**src/rtl/s4ga_pkg.sv**
```systemverilog
// Shared constants and width helpers for the s4ga_stream LUT-fabric emulator.
package s4ga_pkg;

    localparam int IDX_ZERO = 0;
    localparam int IDX_ONE  = 1;
    localparam int IDX_Q    = 2;
    localparam int IDX_IN0  = 3;

    function automatic int idx_w(input int n, input int i);
        return $clog2(3 + i + n);
    endfunction

    function automatic int idx_segs(input int n, input int i, input int si_w);
        return (idx_w(n, i) + si_w - 1) / si_w;
    endfunction

    function automatic int mask_segs(input int k, input int si_w);
        return ((1 << k) + si_w - 1) / si_w;
    endfunction

    function automatic int ll(input int n, input int k, input int i, input int si_w);
        return k * idx_segs(n, i, si_w) + mask_segs(k, si_w);
    endfunction

endpackage

```
**src/rtl/s4ga_lut_eval.sv**
```systemverilog
// Collects the mask beats of one LUT record and selects the LUT output (and its
// lower-half output) with the already-resolved input vector.
module s4ga_lut_eval #(
    parameter int K     = 5,
    parameter int SI_W  = 4,
    parameter int MSEGS = 8,
    parameter int SEG_W = 3
) (
    input  logic             clk_i,
    input  logic             rst_ni,
    input  logic             beat_i,
    input  logic [SEG_W-1:0] seg_i,
    input  logic [SI_W-1:0]  si_i,
    input  logic [K-1:0]     ins_i,
    output logic             lut_o,
    output logic             half_o
);
    localparam int MW = MSEGS * SI_W;

    logic [MW-1:0] mask_q;
    logic [MW-1:0] mask_d;
    logic          last;

    assign last   = (seg_i == SEG_W'(MSEGS - 1));
    // Full mask including the beat currently on the bus; meaningful on the last segment.
    assign mask_d = (mask_q << SI_W) | MW'(si_i);

    always_ff @(posedge clk_i or negedge rst_ni) begin
        if (!rst_ni) begin
            mask_q <= '0;
        end else if (beat_i) begin
            mask_q <= last ? '0 : mask_d;
        end
    end

    assign lut_o  = mask_d[ins_i];
    assign half_o = mask_d[{1'b0, ins_i[K-2:0]}];

endmodule

```
**src/rtl/s4ga_stream.sv**
```systemverilog
// Serially configured K-LUT fabric emulator fed by a valid/ready config stream.
// Optional macro S4GA_DEBUG_EN enables the debug/debug_valid value stream.
module s4ga_stream
    import s4ga_pkg::*;
#(
    parameter int N    = 293,
    parameter int K    = 5,
    parameter int I    = 2,
    parameter int O    = 7,
    parameter int SI_W = 4
) (
    input  logic            clk,
    input  logic            rst_n,
    input  logic [SI_W-1:0] si,
    input  logic            si_valid,
    output logic            si_ready,
    input  logic            halt,
    input  logic [I-1:0]    inputs,
    output logic [O-1:0]    outputs,
    output logic            frame_done,
    output logic            debug,
    output logic            debug_valid
);
    localparam int ISEGS  = idx_segs(N, I, SI_W);
    localparam int MSEGS  = mask_segs(K, SI_W);
    localparam int IW     = ISEGS * SI_W;
    localparam int MAXSEG = (ISEGS > MSEGS) ? ISEGS : MSEGS;
    localparam int SEG_W  = (MAXSEG > 1) ? $clog2(MAXSEG) : 1;
    localparam int NW     = (N > 1) ? $clog2(N) : 1;
    localparam int KW     = $clog2(K + 1);

    logic [NW-1:0]    n_q;
    logic [KW-1:0]    k_q;
    logic [SEG_W-1:0] seg_q;
    logic [IW-1:0]    idx_q, idx_d;
    logic [K-1:0]     ins_q;
    logic             q_q;
    logic [I-1:0]     in_lat_q;
    logic [N-1:0]     luts_q, luts_d;
    logic [O-1:0]     outputs_q;
    logic             frame_done_q;

    logic         acc, boundary, is_idx, idx_last, mask_last, frame_end;
    logic [I-1:0] in_eff;
    logic         in_bit, lut, half;

    assign boundary  = (n_q == '0) && (k_q == '0) && (seg_q == '0);
    assign si_ready  = !(halt && boundary);
    assign acc       = si_valid && si_ready;
    assign is_idx    = (k_q != KW'(K));
    assign idx_last  = is_idx && (seg_q == SEG_W'(ISEGS - 1));
    assign mask_last = !is_idx && (seg_q == SEG_W'(MSEGS - 1));
    assign frame_end = acc && mask_last && (n_q == NW'(N - 1));
    // The first beat of a frame already sees the freshly latched inputs.
    assign in_eff    = boundary ? inputs : in_lat_q;
    assign idx_d     = (idx_q << SI_W) | IW'(si);
    assign luts_d    = (luts_q << 1) | N'(lut);

    always_comb begin
        int idx_v;
        idx_v  = int'(idx_d);
        in_bit = 1'b0;
        if (idx_v == IDX_ZERO)     in_bit = 1'b0;
        else if (idx_v == IDX_ONE) in_bit = 1'b1;
        else if (idx_v == IDX_Q)   in_bit = q_q;
        for (int j = 0; j < I; j++)
            if (idx_v == IDX_IN0 + j) in_bit = in_eff[j];
        for (int m = 0; m < N; m++)
            if (idx_v == IDX_IN0 + I + m) in_bit = luts_q[m];
    end

    s4ga_lut_eval #(
        .K    (K),
        .SI_W (SI_W),
        .MSEGS(MSEGS),
        .SEG_W(SEG_W)
    ) u_eval (
        .clk_i (clk),
        .rst_ni(rst_n),
        .beat_i(acc && !is_idx),
        .seg_i (seg_q),
        .si_i  (si),
        .ins_i (ins_q),
        .lut_o (lut),
        .half_o(half)
    );

    always_ff @(posedge clk or negedge rst_n) begin
        if (!rst_n) begin
            n_q          <= '0;
            k_q          <= '0;
            seg_q        <= '0;
            idx_q        <= '0;
            ins_q        <= '0;
            q_q          <= 1'b0;
            in_lat_q     <= '0;
            luts_q       <= '0;
            outputs_q    <= '0;
            frame_done_q <= 1'b0;
        end else begin
            frame_done_q <= frame_end;
            if (frame_end) outputs_q <= luts_d[O-1:0];
            if (acc) begin
                if (boundary) in_lat_q <= inputs;
                if (is_idx) begin
                    idx_q <= idx_d;
                    if (idx_last) begin
                        ins_q <= {ins_q[K-2:0], in_bit};
                        k_q   <= k_q + KW'(1);
                        seg_q <= '0;
                    end else begin
                        seg_q <= seg_q + SEG_W'(1);
                    end
                end else if (mask_last) begin
                    luts_q <= luts_d;
                    q_q    <= half;
                    k_q    <= '0;
                    seg_q  <= '0;
                    n_q    <= (n_q == NW'(N - 1)) ? '0 : n_q + NW'(1);
                end else begin
                    seg_q <= seg_q + SEG_W'(1);
                end
            end
        end
    end

    assign outputs    = outputs_q;
    assign frame_done = frame_done_q;

`ifdef S4GA_DEBUG_EN
    logic debug_q, debug_valid_q;

    always_ff @(posedge clk or negedge rst_n) begin
        if (!rst_n) begin
            debug_q       <= 1'b0;
            debug_valid_q <= 1'b0;
        end else begin
            debug_valid_q <= acc && (idx_last || mask_last);
            debug_q       <= (acc && idx_last)  ? in_bit :
                             (acc && mask_last) ? lut : 1'b0;
        end
    end

    assign debug       = debug_q;
    assign debug_valid = debug_valid_q;
`else
    assign debug       = 1'b0;
    assign debug_valid = 1'b0;
`endif

endmodule

```
**config.mk**
```make
export PLATFORM = sky130hd
export DESIGN_NAME = s4ga_stream
export DESIGN_NICKNAME = d
export VERILOG_FILES = /design/src/rtl/s4ga_pkg.sv /design/src/rtl/s4ga_lut_eval.sv /design/src/rtl/s4ga_stream.sv
export SDC_FILE = /design/constraint.sdc
export NUM_CORES = 1
export LEC_CHECK = 0
export ABC_CLOCK_PERIOD_IN_PS = 2800
export CORE_MARGIN = 10
export CORE_UTILIZATION = 35
export DETAILED_ROUTE_END_ITERATION = 10
export GPL_TIMING_DRIVEN = 0
export HOLD_SLACK_MARGIN = 0.08
export PLACE_DENSITY = 0.54
export SETUP_SLACK_MARGIN = 0.3
export SYNTH_ARGS = -nofsm -noshare
export SYNTH_HDL_FRONTEND = slang
export SYNTH_HIERARCHICAL = 1
export SYNTH_SLANG_ARGS = --single-unit
```
**constraint.sdc**
```tcl
create_clock -name clk -period 2.8 [get_ports clk]
set_clock_uncertainty 0.2 [all_clocks]
set_input_delay 0.28 -clock clk [delete_from_list [all_inputs] [get_ports clk]]
set_output_delay 0.28 -clock clk [all_outputs]
set_load 0.1 [all_outputs]
```
# --- After elaboration in Yosys (flattened, before gate mapping) ---
# Cells that the tools add are included.
totals:
  reg_bits: 360
  latch_bits: 0
  ram_bits: 0
  mem_bits_ro: 0
  input_bits: 10
  output_inout_bits: 11
  wordCells: 653
  memories: 0
op_classes:
  add_sub_neg: 3
  mul: 0
  n_div: 0
  n_lt_le_gt_ge: 2
  eq_ne: 302
  n_shift: 0
  mux: 311
  bitwise: 4
  n_reduce_logical: 20
ops:
  columns: ["op", "count"]
  rows:
  - ["equality test 12 x 9 -> 1 bit, second input constant", 128]
  - ["equality test 12 x 8 -> 1 bit, second input constant", 64]
  - ["equality test 12 x 10 -> 1 bit, second input constant", 42]
  - ["equality test 12 x 7 -> 1 bit, second input constant", 32]
  - ["two-way mux 1 bit", 300]
  - ["bitwise OR 293 x 1 -> 293 bit", 1]
  - ["equality test 12 x 6 -> 1 bit, second input constant", 16]
  - ["equality test 12 x 5 -> 1 bit, second input constant", 8]
  - ["equality test 12 x 4 -> 1 bit, second input constant", 4]
  - ["bitwise OR 32 x 4 -> 32 bit", 1]
  - ["two-way mux 28 bit", 1]
  - ["equality test 12 x 3 -> 1 bit, second input constant", 2]
  - ["two-way mux 3 bit", 6]
  - ["equality test 12 x 2 -> 1 bit, second input constant", 1]
  - ["logical NOT 12 bit", 1]
  - ["bitwise OR 12 x 4 -> 12 bit", 1]
  - ["adder 9 x 1 -> 9 bit, second input constant", 1]
  - ["equality test 9 bit, second input constant", 1]
  - ["logical AND 1 bit", 9]
  - ["logical NOT 9 bit", 1]
  - ["two-way mux 9 bit", 1]
  - ["AND reduction 3 bit", 3]
  - ["adder 3 x 1 -> 3 bit, second input constant", 2]
  - ["logical NOT 3 bit", 2]
  - ["other kinds (13)", 14]

# --- Longest topological paths before layout ---
depth:
  depth_word: 300
  mapped_depth: 14
  depth_no_buf: 11

# --- Modules after synthesis ---
# The synthesis kept the hierarchy.
modules_own_cells:
  columns: ["mod", "n_inst", "cells_per_inst", "area_each_um2", "seq_area_each_um2"]
  rows:
  - ["s4ga_stream", 1, 2148, 17822.1, 8308.0]
  - ["s4ga_lut_eval", 1, 93, 1295.0, 700.7]

# --- Least setup slack after synthesis ---
# Ideal clock, no wire load.
synth_path:
  path_kind: "reg-to-reg"
  from: "reg seg_q[0]"
  to: "reg idx_q[5]"
  setup_time_ns: 0.125
  arrival_time_ns: 2.674
  t_required_ns: 2.475
  setup_slack_ns: -0.199
  stages_incl_launch_ff: 9
  n_path_buf: 1
  period_less_slack_ns: 2.999
  cell_sequence: "dfrtp_1 inv_1 ha_1 nor4b_1 and3_1 nand2_1 nand3_1 clkbuf_1 mux2_2"
synth_via:
  elab_chain_cells: 6
synth_rtl:
  columns: ["element", "line_no", "text"]
  rows:
  - ["from (decl)", "s4ga_stream.sv:34", "logic [SEG_W-1:0] seg_q;"]
  - ["from (signal assigned)", "s4ga_stream.sv:112", "seg_q <= seg_q + SEG_W'(1);"]
  - ["from (signal assigned)", "s4ga_stream.sv:121", "seg_q <= seg_q + SEG_W'(1);"]
  - ["logical NOT 3 bit", "s4ga_stream.sv:47", "assign boundary = (n_q == '0) && (k_q == '0) && (seg_q == '0);"]
  - ["logical AND 1 bit", "s4ga_stream.sv:47", null]
  - ["logical AND 1 bit", "s4ga_stream.sv:48", "assign si_ready = !(halt && boundary);"]
  - ["logical NOT 1 bit", "s4ga_stream.sv:48", null]
  - ["named net si_ready", "s4ga_stream.sv:16", "output logic si_ready,"]
  - ["logical AND 1 bit", "s4ga_stream.sv:49", "assign acc = si_valid && si_ready;"]
  - ["AND reduction 2 bit (no source line)", null, null]
  - ["to (signal assigned)", "s4ga_stream.sv:106", "idx_q <= idx_d;"]
  - ["to (decl)", "s4ga_stream.sv:35", "logic [IW-1:0] idx_q, idx_d;"]
# The timed path passes the listed nets, and every way through them passes these cells.
# A chain may end at the register's enable or synchronous reset.

# --- Worst setup path after layout ---
layout_path:
  from: "in si[1]"
  to: "reg ins_q[0]"
layout_via:
  elab_chain_cells: 300
  elab_cells_between_ends: 597
  cone_classes: "297 x eq/ne; 298 x mux; 1 x bitwise; 1 x reduce/logical"
layout_rtl:
  columns: ["element", "line_no", "text"]
  rows:
  - ["from (decl)", "s4ga_stream.sv:14", "input logic [SI_W-1:0] si,"]
  - ["bitwise OR 12 x 4 -> 12 bit *", "s4ga_stream.sv:56", "assign idx_d = (idx_q << SI_W) | IW'(si);"]
  - ["equality test 12 x 3 -> 1 bit", "s4ga_stream.sv:65", "else if (idx_v == IDX_Q) in_bit = q_q;"]
  - ["two-way mux 1 bit", "s4ga_stream.sv:65", null]
  - ["two-way mux 1 bit", "s4ga_stream.sv:64", "else if (idx_v == IDX_ONE) in_bit = 1'b1;"]
  - ["two-way mux 1 bit", "s4ga_stream.sv:63", "if (idx_v == IDX_ZERO) in_bit = 1'b0;"]
  - ["two-way mux 1 bit (2 in series)", "s4ga_stream.sv:67", "if (idx_v == IDX_IN0 + j) in_bit = in_eff[j];"]
  - ["two-way mux 1 bit (292 in series)", "s4ga_stream.sv:69", "if (idx_v == IDX_IN0 + I + m) in_bit = luts_q[m];"]
  - ["two-way mux 1 bit *", "s4ga_stream.sv:69", null]
  - ["to (signal assigned)", "s4ga_stream.sv:108", "ins_q <= {ins_q[K-2:0], in_bit};"]
  - ["to (decl)", "s4ga_stream.sv:36", "logic [K-1:0] ins_q;"]
# Mark *: on every way between the ends. The rest lies on a longest branch, timed or not.

==> results.toml <==
[place]
dp_hpwl_um = 55000
place.gp.congestion = 1.05
placed_cells = 2960
place_area_um2 = 20300
dpl_worst_slack_ns = -1.77
portBuffers = 18

[setup_path]
cp_max_fo = 10
startpoint_type = "primary input"
endpoint_kind = "register"
crit_required_ns = 3.11
crit_type = "in -> reg"
arrival_ns = 3.51

[logic_synthesis]
synth_seq_area_share = 0.471
syn_area_per_cell_um2 = 8.53
ys_types = 111
synthesis.area_um2 = 19100
yosysTopAreaCell = "dfrtp_1"
synth_edf_count = 0
synth-main-ff-cell = "dfrtp_1"
yosys-top-cells-area = "dfrtp_1, nand2_1, o21ai_0"
yosysWarnings = 6
synth.top_cell.area_share = 0.471
ys_seq_elements = 360
syn_inst = 2241
async_flop_share = 1.00

[power_and_ir_drop]
p_per_area_nw_per_um2 = 606
ir_worst_vdd_uv = 412
power.share.switching = 0.304
leakagePower_nw = 11.6
p_total_mw = 14.4
comb_power_share = 0.195
clockPowerShare = 0.405
p_switching_mw = 4.37
power.internal_mw = 10.0
power_frac_seq = 0.400

[finish]
drive_gt1_frac = 0.202
nFillCells = 5208
layout.cells.non_filler = 3096
register_area_um2 = 9010
final_nets = 2383
area_growth_pct = 24.2
finish.utilization = 0.440
multi_input_comb_area_um2 = 9870
design_area_um2 = 23700

[timing]
worst_slack_ns = -0.401
hold_viol = 0
tns_ns = -0.401
fmaxAchievable_mhz = 312
period_share = 1.14
setup_viol = 1
tightestPinTransition_ns = 0.969
finalMaxSlewViolations = 0
hold_ws_ns = 0.202
fin_crit_ns = 3.20
relSlewSlack = 0.357
rsz0062_at_grt = "yes"

[clock_tree]
htreeDepth = 2
insertion_delay_ns = 0.60
path_clk_slew_ns = 0.06
cts_sinks = 360
cts_buffer_depth = 3
ctsRootBufferMaster = "clkbuf_16"
cts_buffers = 43
cts_tree = "done"

[drt]
drtIter0Drc = 1975
ant_nets = 0
drc = 0
drt-total-wl_um = 80100
detail_route.wl_per_cell_um = 25.9
drt_pre_antenna_iters = 6
viasPerCell = 5.86
vias = 18153

[global_route]
grtUsageMet3 = 0.0601
grt_overflow = 0
gr-usage-met2 = 0.364
grt_pass1_vias = 17239
antenna_found_initial = 2
grt_usage = 0.244
grt_start_max_net_pins = 122
gr-usage-met1 = 0.319
grt_most_used_layer = "met2"
grt_pass1_wl_um = 116000

[run_status]
violations = "setup timing"
outcome = "finished, violations left"

[floorplanning]
die_w_um = 254
start_util = 0.355
fp.dieH_um = 254
fp.coreArea_um2 = 53900
io_pins = 21
dieArea_um2 = 64400
rows = 85

[min_path]
hold_path_class = "in -> reg"

[flow_run]
drv_cap = 0
cells in the final DEF (no fill, tap or decap), drive strengths merged, types with 25 or more instances in the layout:
cell type  synthesis  layout
nor3              30      30
a211oi            25      25
o22ai             29      29
mux2              27      27
clkbuf            56      94
dfrtp            360     360
o21ai            102     102
a21oi             62      62
buf              102     185
a22o              34      34
mux2i             27      27
nand2            930     930
nor2              92      92
path summary, 6_finish.rpt:
check                                  startpoint                 endpoint  slack [ns]  cells past startpoint
setup / recovery                            si[1]     ins_q[0]$_DFFE_PN0P_       -0.40                     13
hold / removal                          inputs[1]  in_lat_q[1]$_DFFE_PN0P_        0.20                      2
hold reg to reg            luts_q[71]$_DFFE_PN0P_   luts_q[72]$_DFFE_PN0P_        0.29                      2
min in group asynchronous                   rst_n   luts_q[72]$_DFFE_PN0P_        0.60                      4
setup reg to reg             idx_q[3]$_DFFE_PN0P_     ins_q[0]$_DFFE_PN0P_       -0.31                     10
max in group asynchronous                   rst_n  luts_q[248]$_DFFE_PN0P_        0.71                      5
metal layers:
metal  up-vias  routed length (µm)
met4         2                5140
met2       949               34200
met3       300                7510
met1      8924               33200
li1       7978                   -
met5         -                  15
power by group through the flow:
stage	clock (mW)	combinational (mW)	sequential [mW]
detailed placement	0	2.23	5.79
floorplan	0	1.39	5.72
global placement	0	2.20	5.79
global route	6.18	2.92	5.78
finish	5.82	2.81	5.75
CTS	5.93	2.51	5.72
state kept, by name, indices dropped and copies added (netlist names), 3 cells and up:
| signal | count |
|---|---|
| u_eval/mask_q | 28 |
| outputs | 7 |
| luts_q | 293 |
| idx_q | 8 |
| k_q | 3 |
| ins_q | 5 |
| seg_q | 3 |
| n_q | 9 |
repair_timing:
| action | 4_1_cts | 5_1_grt |
|---|---|---|
| gates cloned | 0 | 3 |
| buffers inserted | 27 | 21 |
| hold buffers | 6 | 1 |
| endpoints found under the hold margin | 243 | 1 |
| endpoints found under the setup margin | 357 | 335 |
| pin swaps | 18 | 53 |
| resized for setup | 229 | 265 |
cells by family after synthesis:
kind of cell,count (synthesis),synth area share
AO/OA/AOI/OAI,417,0.154
XOR/XNOR,7,0.00321
adder cells (fa/ha/maj),6,0.00393
buffers and inverters,177,0.0514
flip-flops,360,0.471
multiplexers,61,0.0385
other,1,0.000196
AND/OR/NAND/NOR,1212,0.278
Yosys cell counts (all sizes together) (10+ instances only):
cell type / count
nand2: 930
dfrtp: 360
buf: 102
o21ai: 102
nor2: 92
a21oi: 62
clkbuf: 56
a22o: 34
nor3: 30
o22ai: 29
mux2: 27
mux2i: 27
a211oi: 25
nand3: 20
inv: 19
nand2b: 16
a31oi: 15
nand4: 15
a22oi: 14
a221oi: 12
nor4: 11
nor4b: 11
nand4b: 10
nor2b: 10
o211ai: 10
layout make-up:
class,count,share of cell area
multi-input combinational,1705,0.416
sequential,360,0.380
buffer,158,0.0670
clock buffer,63,0.0523
tap,696,0.0367
timing repair buffer,80,0.0364
clock inverter,14,0.00891
inverter,19,0.00311
antenna,1,0.000105
critical path: stages:
cell	delay, ns
dlygate4sd2_1	0.32
buf_6	0.20
buf_6	0.19
nand2b_2	0.36
buf_2	0.45
o22ai_1	0.16
a211oi_1	0.31
a211oi_1	0.13
a221oi_2	0.23
o21ai_1	0.16
o211ai_1	0.32
a211oi_4	0.13
o211ai_2	0.23
No activity file was read; power rests on OpenSTA's default activity.
